<file path="src/rtl/prog_loader_if.sv">
// Byte-stream intake and instruction-memory write port used by prog_loader.
// The loader side uses modport slave; the stream source / memory side uses master.
interface prog_loader_if;
    logic        rx_valid;
    logic [7:0]  rx_byte;
    logic        rx_ready;
    logic        mem_we;
    logic [15:0] mem_addr;
    logic [15:0] mem_wdata;

    modport master (
        output rx_valid, rx_byte,
        input  rx_ready, mem_we, mem_addr, mem_wdata
    );

    modport slave (
        input  rx_valid, rx_byte,
        output rx_ready, mem_we, mem_addr, mem_wdata
    );
endinterface

</file>
<file path="src/rtl/prog_loader.sv">
// prog_loader: receives a framed byte stream (SYNC, count hi/lo, big-endian
// data words), writes the words to consecutive instruction-memory addresses
// starting at BASE_ADDR, holds the core while loading and pulses run after a
// good frame. Optional macro CHECKSUM_EN adds a trailing 8-bit modular-sum
// checksum byte that must match before run is pulsed.
module prog_loader #(
    parameter logic [15:0] BASE_ADDR = 16'h0000,
    parameter int          MAX_WORDS = 256,
    parameter logic [7:0]  SYNC_BYTE = 8'hA5
) (
    input  logic         clk,
    input  logic         reset,
    prog_loader_if.slave bus,
    output logic         hold_core,
    output logic         run,
    output logic         load_err,
    output logic [15:0]  words_loaded
);

    typedef enum logic [3:0] {
        IDLE, LEN_HI, LEN_LO, DAT_HI, DAT_LO, WRITE, DONE, ERR, CHK
    } state_t;

    // State entered once the last word (or a zero count) has been handled.
`ifdef CHECKSUM_EN
    localparam state_t TAIL = CHK;
`else
    localparam state_t TAIL = DONE;
`endif

    localparam logic [31:0] MAX_U = MAX_WORDS;

    state_t      state_q, state_d;
    logic        rdy_q, rdy_d;
    logic [15:0] addr_q, addr_d;
    logic [15:0] wdata_q, wdata_d;
    logic [15:0] words_q, words_d;
    logic [15:0] cnt_q, cnt_d;
    logic [7:0]  hi_q, hi_d;
    logic        err_q, err_d;
    logic        take;
    logic [31:0] len_full;
`ifdef CHECKSUM_EN
    logic [7:0]  sum_q, sum_d;
`endif

    assign take     = bus.rx_valid && rdy_q;
    assign len_full = {16'd0, cnt_q[15:8], bus.rx_byte};

    assign bus.rx_ready  = rdy_q;
    assign bus.mem_we    = (state_q == WRITE);
    assign bus.mem_addr  = addr_q;
    assign bus.mem_wdata = wdata_q;
    assign hold_core     = (state_q != IDLE) && (state_q != ERR);
    assign run           = (state_q == DONE);
    assign load_err      = err_q;
    assign words_loaded  = words_q;

    // Next-state and datapath update for the frame parser.
    always_comb begin
        state_d = state_q;
        addr_d  = addr_q;
        wdata_d = wdata_q;
        words_d = words_q;
        cnt_d   = cnt_q;
        hi_d    = hi_q;
        err_d   = err_q;
        case (state_q)
            IDLE: if (take && bus.rx_byte == SYNC_BYTE) begin
                state_d = LEN_HI;
                err_d   = 1'b0;
                words_d = 16'd0;
            end
            LEN_HI: if (take) begin
                cnt_d[15:8] = bus.rx_byte;
                state_d     = LEN_LO;
            end
            LEN_LO: if (take) begin
                cnt_d[7:0] = bus.rx_byte;
                if (len_full > MAX_U) begin
                    state_d = ERR;
                    err_d   = 1'b1;
                end else if (len_full == 32'd0) begin
                    state_d = TAIL;
                end else begin
                    state_d = DAT_HI;
                end
            end
            DAT_HI: if (take) begin
                hi_d    = bus.rx_byte;
                state_d = DAT_LO;
            end
            DAT_LO: if (take) begin
                addr_d  = BASE_ADDR + words_q;
                wdata_d = {hi_q, bus.rx_byte};
                state_d = WRITE;
            end
            WRITE: begin
                words_d = words_q + 16'd1;
                state_d = (words_q + 16'd1 < cnt_q) ? DAT_HI : TAIL;
            end
`ifdef CHECKSUM_EN
            CHK: if (take) begin
                if (bus.rx_byte == sum_q) begin
                    state_d = DONE;
                end else begin
                    state_d = ERR;
                    err_d   = 1'b1;
                end
            end
`endif
            DONE:    state_d = IDLE;
            ERR:     state_d = IDLE;
            default: state_d = IDLE;
        endcase
        // Ready is registered so it is low during reset and rises one clock later.
        rdy_d = !(state_d inside {WRITE, DONE, ERR});
    end

    // Parser state, handshake and write-port registers.
    always_ff @(posedge clk or posedge reset) begin
        if (reset) begin
            state_q <= IDLE;
            rdy_q   <= 1'b0;
            addr_q  <= 16'd0;
            wdata_q <= 16'd0;
            words_q <= 16'd0;
            cnt_q   <= 16'd0;
            hi_q    <= 8'd0;
            err_q   <= 1'b0;
        end else begin
            state_q <= state_d;
            rdy_q   <= rdy_d;
            addr_q  <= addr_d;
            wdata_q <= wdata_d;
            words_q <= words_d;
            cnt_q   <= cnt_d;
            hi_q    <= hi_d;
            err_q   <= err_d;
        end
    end

`ifdef CHECKSUM_EN
    // Running sum of every byte after SYNC that belongs to the frame body.
    always_comb begin
        sum_d = sum_q;
        if (take && state_q == IDLE && bus.rx_byte == SYNC_BYTE)
            sum_d = 8'd0;
        else if (take && state_q inside {LEN_HI, LEN_LO, DAT_HI, DAT_LO})
            sum_d = sum_q + bus.rx_byte;
    end

    // Checksum accumulator register.
    always_ff @(posedge clk or posedge reset) begin
        if (reset) sum_q <= 8'd0;
        else       sum_q <= sum_d;
    end
`endif

endmodule

</file>
<file path="src/flat_wrapper.sv">
// flat-port wrapper written by rule: the top's interface ports become plain ports
module prog_loader_flat 
#(
    parameter logic [15:0] BASE_ADDR = 16'h0000,
    parameter int          MAX_WORDS = 256,
    parameter logic [7:0]  SYNC_BYTE = 8'hA5
)
  (clk, reset, hold_core, run, load_err, words_loaded, bus_rx_valid, bus_rx_byte, bus_rx_ready, bus_mem_we, bus_mem_addr, bus_mem_wdata);
  prog_loader_if bus_i ();
  input  logic clk;
  input  logic reset;
  output logic hold_core;
  output logic run;
  output logic load_err;
  output logic [15:0] words_loaded;
  input wire logic [$bits(bus_i.rx_valid)-1:0] bus_rx_valid;
  input wire logic [$bits(bus_i.rx_byte)-1:0] bus_rx_byte;
  output wire logic [$bits(bus_i.rx_ready)-1:0] bus_rx_ready;
  output wire logic [$bits(bus_i.mem_we)-1:0] bus_mem_we;
  output wire logic [$bits(bus_i.mem_addr)-1:0] bus_mem_addr;
  output wire logic [$bits(bus_i.mem_wdata)-1:0] bus_mem_wdata;
  assign bus_i.rx_valid = bus_rx_valid;
  assign bus_i.rx_byte = bus_rx_byte;
  assign bus_rx_ready = bus_i.rx_ready;
  assign bus_mem_we = bus_i.mem_we;
  assign bus_mem_addr = bus_i.mem_addr;
  assign bus_mem_wdata = bus_i.mem_wdata;
  prog_loader #(.BASE_ADDR(BASE_ADDR), .MAX_WORDS(MAX_WORDS), .SYNC_BYTE(SYNC_BYTE)) u_core (.clk(clk), .reset(reset), .bus(bus_i), .hold_core(hold_core), .run(run), .load_err(load_err), .words_loaded(words_loaded));
endmodule
</file>
<file path="config.mk">
export PLATFORM = sky130hd
export DESIGN_NAME = prog_loader_flat
export DESIGN_NICKNAME = d
export VERILOG_FILES = /design/src/rtl/prog_loader_if.sv /design/src/rtl/prog_loader.sv /design/src/flat_wrapper.sv
export SDC_FILE = /design/constraint.sdc
export NUM_CORES = 1
export LEC_CHECK = 0
export ABC_AREA = 1
export CAP_MARGIN = 20
export CORE_ASPECT_RATIO = 0.6
export CORE_UTILIZATION = 55
export DETAILED_ROUTE_END_ITERATION = 12
export HOLD_SLACK_MARGIN = 0.05
export MAX_ROUTING_LAYER = met4
export PLACE_DENSITY = 0.94
export SYNTH_ARGS = -nofsm -noshare
export SYNTH_HDL_FRONTEND = slang
export SYNTH_SLANG_ARGS = --single-unit
</file>
<file path="constraint.sdc">
create_clock -name clk -period 4.3 [get_ports clk]
set_input_delay 0.645 -clock clk [delete_from_list [all_inputs] [get_ports clk]]
set_output_delay 0.645 -clock clk [all_outputs]
set_load 0.01 [all_outputs]
</file>
Word level (Yosys, flattened, before mapping)
Cells that the tools add are included.

cells by class
  eq/ne operators = 14
  muxes and demuxes = 15
  $lt $le $gt $ge = 2
  $add $sub $neg = 1
  reductions and logical operators = 16

operator list
  cell                   number
  $logic_not 32->1       1
  $pmux 16 s2            1
  $eq 4x3->1 const B     6
  $mux 4                 6
  $pmux 4 s6             1
  $add 16x1->16 const B  1
  $gt 16x9->1 const B    1
  $lt 16x16->1           1
  $mux 16                1
  $reduce_and 2->1       5
  $eq 4x2->1 const B     2
  $eq 8x8->1 const B     1
  $mux 3                 2
  $ne 2x1->1 const B     3
  $eq 4x1->1 const B     1
  $logic_not 4->1        1
  $ne 4x3->1 const B     1
  $reduce_and 4->1       1
  $reduce_bool 2->1      2
  $reduce_bool 4->1      1
  $logic_and 1x1->1      3
  $mux 1                 3
  $reduce_bool 3->1      1
  $pmux 1 s2             1
  $logic_not 1->1        1

storage, ports and cells
  register bits after elaboration = 78

Logic depth before layout (Yosys ltp)
  word-level depth = 8
  gate-level depth with buffers = 15

Least setup slack after synthesis
OpenSTA, ideal clock, no wires.

  kind = reg-to-reg
  start = register u_core.words_q[0], in the netlist u_core.words_loaded[0]
  end = register u_core.rdy_q, in the netlist u_core.bus.rx_ready
  buffers on the path = 0
  setup time = 0.117 ns
  clock period less this slack = 2.332 ns
  slack = 1.968 ns
  cell stages (with the launch flop) = 15
  data arrival time = 2.215 ns
  cell sequence = dfrtp_1 -> ha_1 -> nand3_1 -> nor2_2 -> nand4_1 -> nor2_1 -> nand2_1 -> and2_1 -> ha_1 -> nand4_1 -> inv_1 -> a21oi_1 -> nand3_1 -> nand3_1 -> nand2_1

on the way
  cells in the longest elaborated chain, start to end = 7
  elaborated cells on any way between the ends = 9
  classes of those cells = add/sub: 1; order compare: 1; eq/ne: 3; mux: 2; reduce/logical: 2

ends and longest elaborated chain
  element                   line                text
  start: declaration        prog_loader.sv:37   logic [15:0] words_q, words_d;
  start signal: assignment  prog_loader.sv:136  words_q <= words_d;
  $add 16x1->16 *           prog_loader.sv:100  state_d = (words_q + 16'd1 < cnt_q) ? DAT_HI : TAIL;
  $lt 16x16->1 *            prog_loader.sv:100
  $mux 3 *                  prog_loader.sv:100
  $pmux 4 s6 *              prog_loader.sv:68   case (state_q)
  $eq 4x3->1                prog_loader.sv:117  rdy_d = !(state_d inside {WRITE, DONE, ERR});
  $reduce_bool 3->1 *       prog_loader.sv:117
  $logic_not 1->1 *         prog_loader.sv:117
  net u_core.rdy_d          prog_loader.sv:34   logic rdy_q, rdy_d;
  end signal: assignment    prog_loader.sv:133  rdy_q <= rdy_d;
  end: declaration          prog_loader.sv:34

Mark *: on every way through the listed nets, which the timed path passes. The rest lies on a longest branch.
A chain may end at the register's enable or synchronous reset.

Worst setup path after layout
  start = register u_core.state_q[0]
  end = output port bus_mem_we

on the way
  cells in the longest elaborated chain, start to end = 1

ends and longest elaborated chain
  element                   line                text
  start: declaration        prog_loader.sv:33   state_t state_q, state_d;
  start signal: assignment  prog_loader.sv:132  state_q <= state_d;
  $eq 4x3->1                prog_loader.sv:51   assign bus.mem_we = (state_q == WRITE);
  end: declaration          flat_wrapper.sv:19  output wire logic [$bits(bus_i.mem_we)-1:0] bus_mem_we;

No other way between the ends.

==> results.toml <==
[cts]
cts.reportedPaths.clkPinSlew_ns = 0.06
cts_num_sinks = 78
cts_tree = "built"
cts_buffers = 9
cts_hold_buf = 0
cts_root_buf = "clkbuf_16"
cts_max_level = 3
clkLatencyLatePin_ns = 0.34
clock_path_buffers = 2
cts_setup_buffers = 0
post_cts_resized = 0

[finish]
drive_gt1_share_pct = 10.6
final_area_mm2 = 0.00485
syn2layout_area_growth_pct = 27.4
nets = 502
antennaDiodeCount = 0

[floorplanning]
start_util_pct = 57.0
core_mm2 = 0.00668
dieArea_mm2 = 0.00727
die_x_um = 109
io_pins = 64
rows = 23
fp.dieH_um = 66.5

[timing]
setup_viol = 0
setup_tns_ns = 0
clock_skew_ns = 0.00631
setup_ws_ns = 1.31
hold_violations = 0
max_freq_mhz = 335
relSlewSlack_pct = 55.1
rsz0062_at_grt = "no"
tightest_slew_ns = 0.673
drv_slew = 0
layout_min_cycle_time_ns = 2.99
period_share_pct = 69.5

[global_routing]
grtUsageTotal_pct = 29.2
grt_max_degree = 47
grt_pass1_wl_um = 15100
grt_antenna_before_repair = 0
grt_pass1_vias = 3070
grt_remaining_overflow = 0

[synth]
synthesis.nets = 436
synthTopCellsByArea = "dfrtp_1, nand2_1, ha_1"
netlist.area_leader.share_pct = 51.3
synth-async-reset-ratio_pct = 100
synth-main-ff-cell = "dfrtp_1"
ys_seq_elements = 78
synthDistinctLibCells = 35
synth_common_cells = "nand2_1, dfrtp_1, inv_1, o21ai_0, nor2_1"
synthCells = 409
yosysMostFrequentCell = "nand2_1"
syn_avg_cell_area_um2 = 9.31
yosysTopAreaCell = "dfrtp_1"
seq_area_frac_synth_pct = 51.3
synth_edf_count = 0
synth.cell_area_mm2 = 0.00381
ys_warn_count = 0

[setup_path]
crit_path_start_kind = "flop"
path_class = "reg -> out"
cp.arrival_ns = 2.34
reg2reg_depth = 15
startpoint = "u_core.state_q[0]"
r2r-start = "u_core.words_loaded[0]"
required_ns = 3.65
end_kind = "output pin"
path_max_fanout = 18
reg2reg_to = "u_core.bus.rx_ready"
rrSetupSlack_ns = 1.38
cp-endpoint = "bus_mem_we"

[route]
drc = 0
ant_nets = 0
wl_um = 9610
dr.pass1.iters = 5
wire_per_inst_um = 17.0
drtIter0Drc = 248
dr_total_vias = 3175
viasPerCell = 5.60

[pwr]
p_leak_nw = 2.30
peakVddDrop_uv = 259
p_per_area_mw_per_mm2 = 357

[run]
cap_violations = 0

[placed_design]
postPlaceCellArea_mm2 = 0.00450
post-place-ws_ns = 1.52
routabilityCongestion = 0.927
hpwl_um = 6590
portBuffers = 63

[worst_hold_path]
hp-class = "reg -> reg"

[status]
status = "complete, no violations"
cell usage in the layout (no fill, tap or decap), drive strengths merged, types with 14 or more instances in the layout:
master | Yosys | final
clkdlybuf4s50 | 0 | 63
dfrtp | 78 | 78
ha | 16 | 16
inv | 47 | 47
mux2 | 16 | 16
nand2 | 102 | 102
nand3 | 14 | 14
nor2 | 24 | 24
o21a | 17 | 17
o21ai | 35 | 35
area by class of cell:
| type | instances | area, µm² |
|---|---|---|
| Clock buffer | 11 | 253 |
| Clock inverter | 5 | 81.3 |
| Fill cell | 458 | 1830 |
| Inverter | 48 | 180 |
| Multi-Input combinational cell | 272 | 1610 |
| Sequential cell | 78 | 1950 |
| Tap cell | 87 | 109 |
| Timing Repair Buffer | 66 | 666 |
worst max-delay path, stage by stage (launching register included):
cell and delay (ns):
dfrtp_1 0.43, inv_1 0.15, nor2_1 0.08, nand2_1 0.19, clkinv_1 0.51, clkdlybuf4s50_1 0.65
logic make-up after synthesis:
family / count (synthesis) / share of synthesized area [%]
mux: 16 / 4.73
simple gates: 160 / 18.9
other cells: 1 / 0.0985
xor+xnor: 11 / 2.73
fa+ha+maj: 16 / 5.26
buf+inv: 59 / 6.61
flops: 78 / 51.3
compound gates: 68 / 10.4
metrics by stage:
step | cells | power, W | hold WS, ns | util (%)
after global routing | 567 | 0.00177 | 0.507 | 72.6
after global placement | 550 | 0.000887 | 0.461 | 67.3
after floorplan | 409 | 0.000841 | 0.448 | -
after CTS | 566 | 0.00173 | 0.490 | 72.3
after detailed placement | 550 | 0.000895 | 0.474 | 67.3
final | 567 | 0.00173 | 0.488 | 72.6
worst min path at each step:
stage	slack, ns	from	endpoint	cells after the start
CTS	0.49	u_core.hi_q[0]	u_core.hi_q[0]	2
finish	0.49	u_core.cnt_q[3]	u_core.cnt_q[3]	2
floorplan	0.45	u_core.hi_q[0]	u_core.hi_q[0]	2
global placement	0.46	u_core.hi_q[1]	u_core.hi_q[1]	2
global route	0.51	u_core.cnt_q[3]	u_core.cnt_q[3]	2
detailed placement	0.47	u_core.hi_q[0]	u_core.hi_q[0]	2
layer usage:
layer | GRT usage (%) | wire (µm) | vias to the layer above
met5 | - | 0 | -
li1 | - | - | 1461
met4 | 8.50 | 121 | 0
met2 | 45.3 | 4490 | 156
met3 | 8.90 | 849 | 16
met1 | 37.4 | 4150 | 1542
registers in the layout (all words and copies together), names as in the netlist:
name and cells:
u_core.hi_q 8, u_core.state_q 4, u_core.bus.rx_ready 1, u_core.words_loaded 16, u_core.load_err 1, u_core.bus.mem_wdata 16, u_core.bus.mem_addr 16, u_core.cnt_q 16
where the power goes:
| part | leakage, nW | internal, W | switching [W] |
|---|---|---|---|
| Clock | 0.162 | 0.000540 | 0.000302 |
| Combinational | 1.16 | 0.0000496 | 0.0000815 |
| Sequential | 0.972 | 0.000745 | 0.0000114 |
Note: power is estimated with default switching activity, not from simulation.
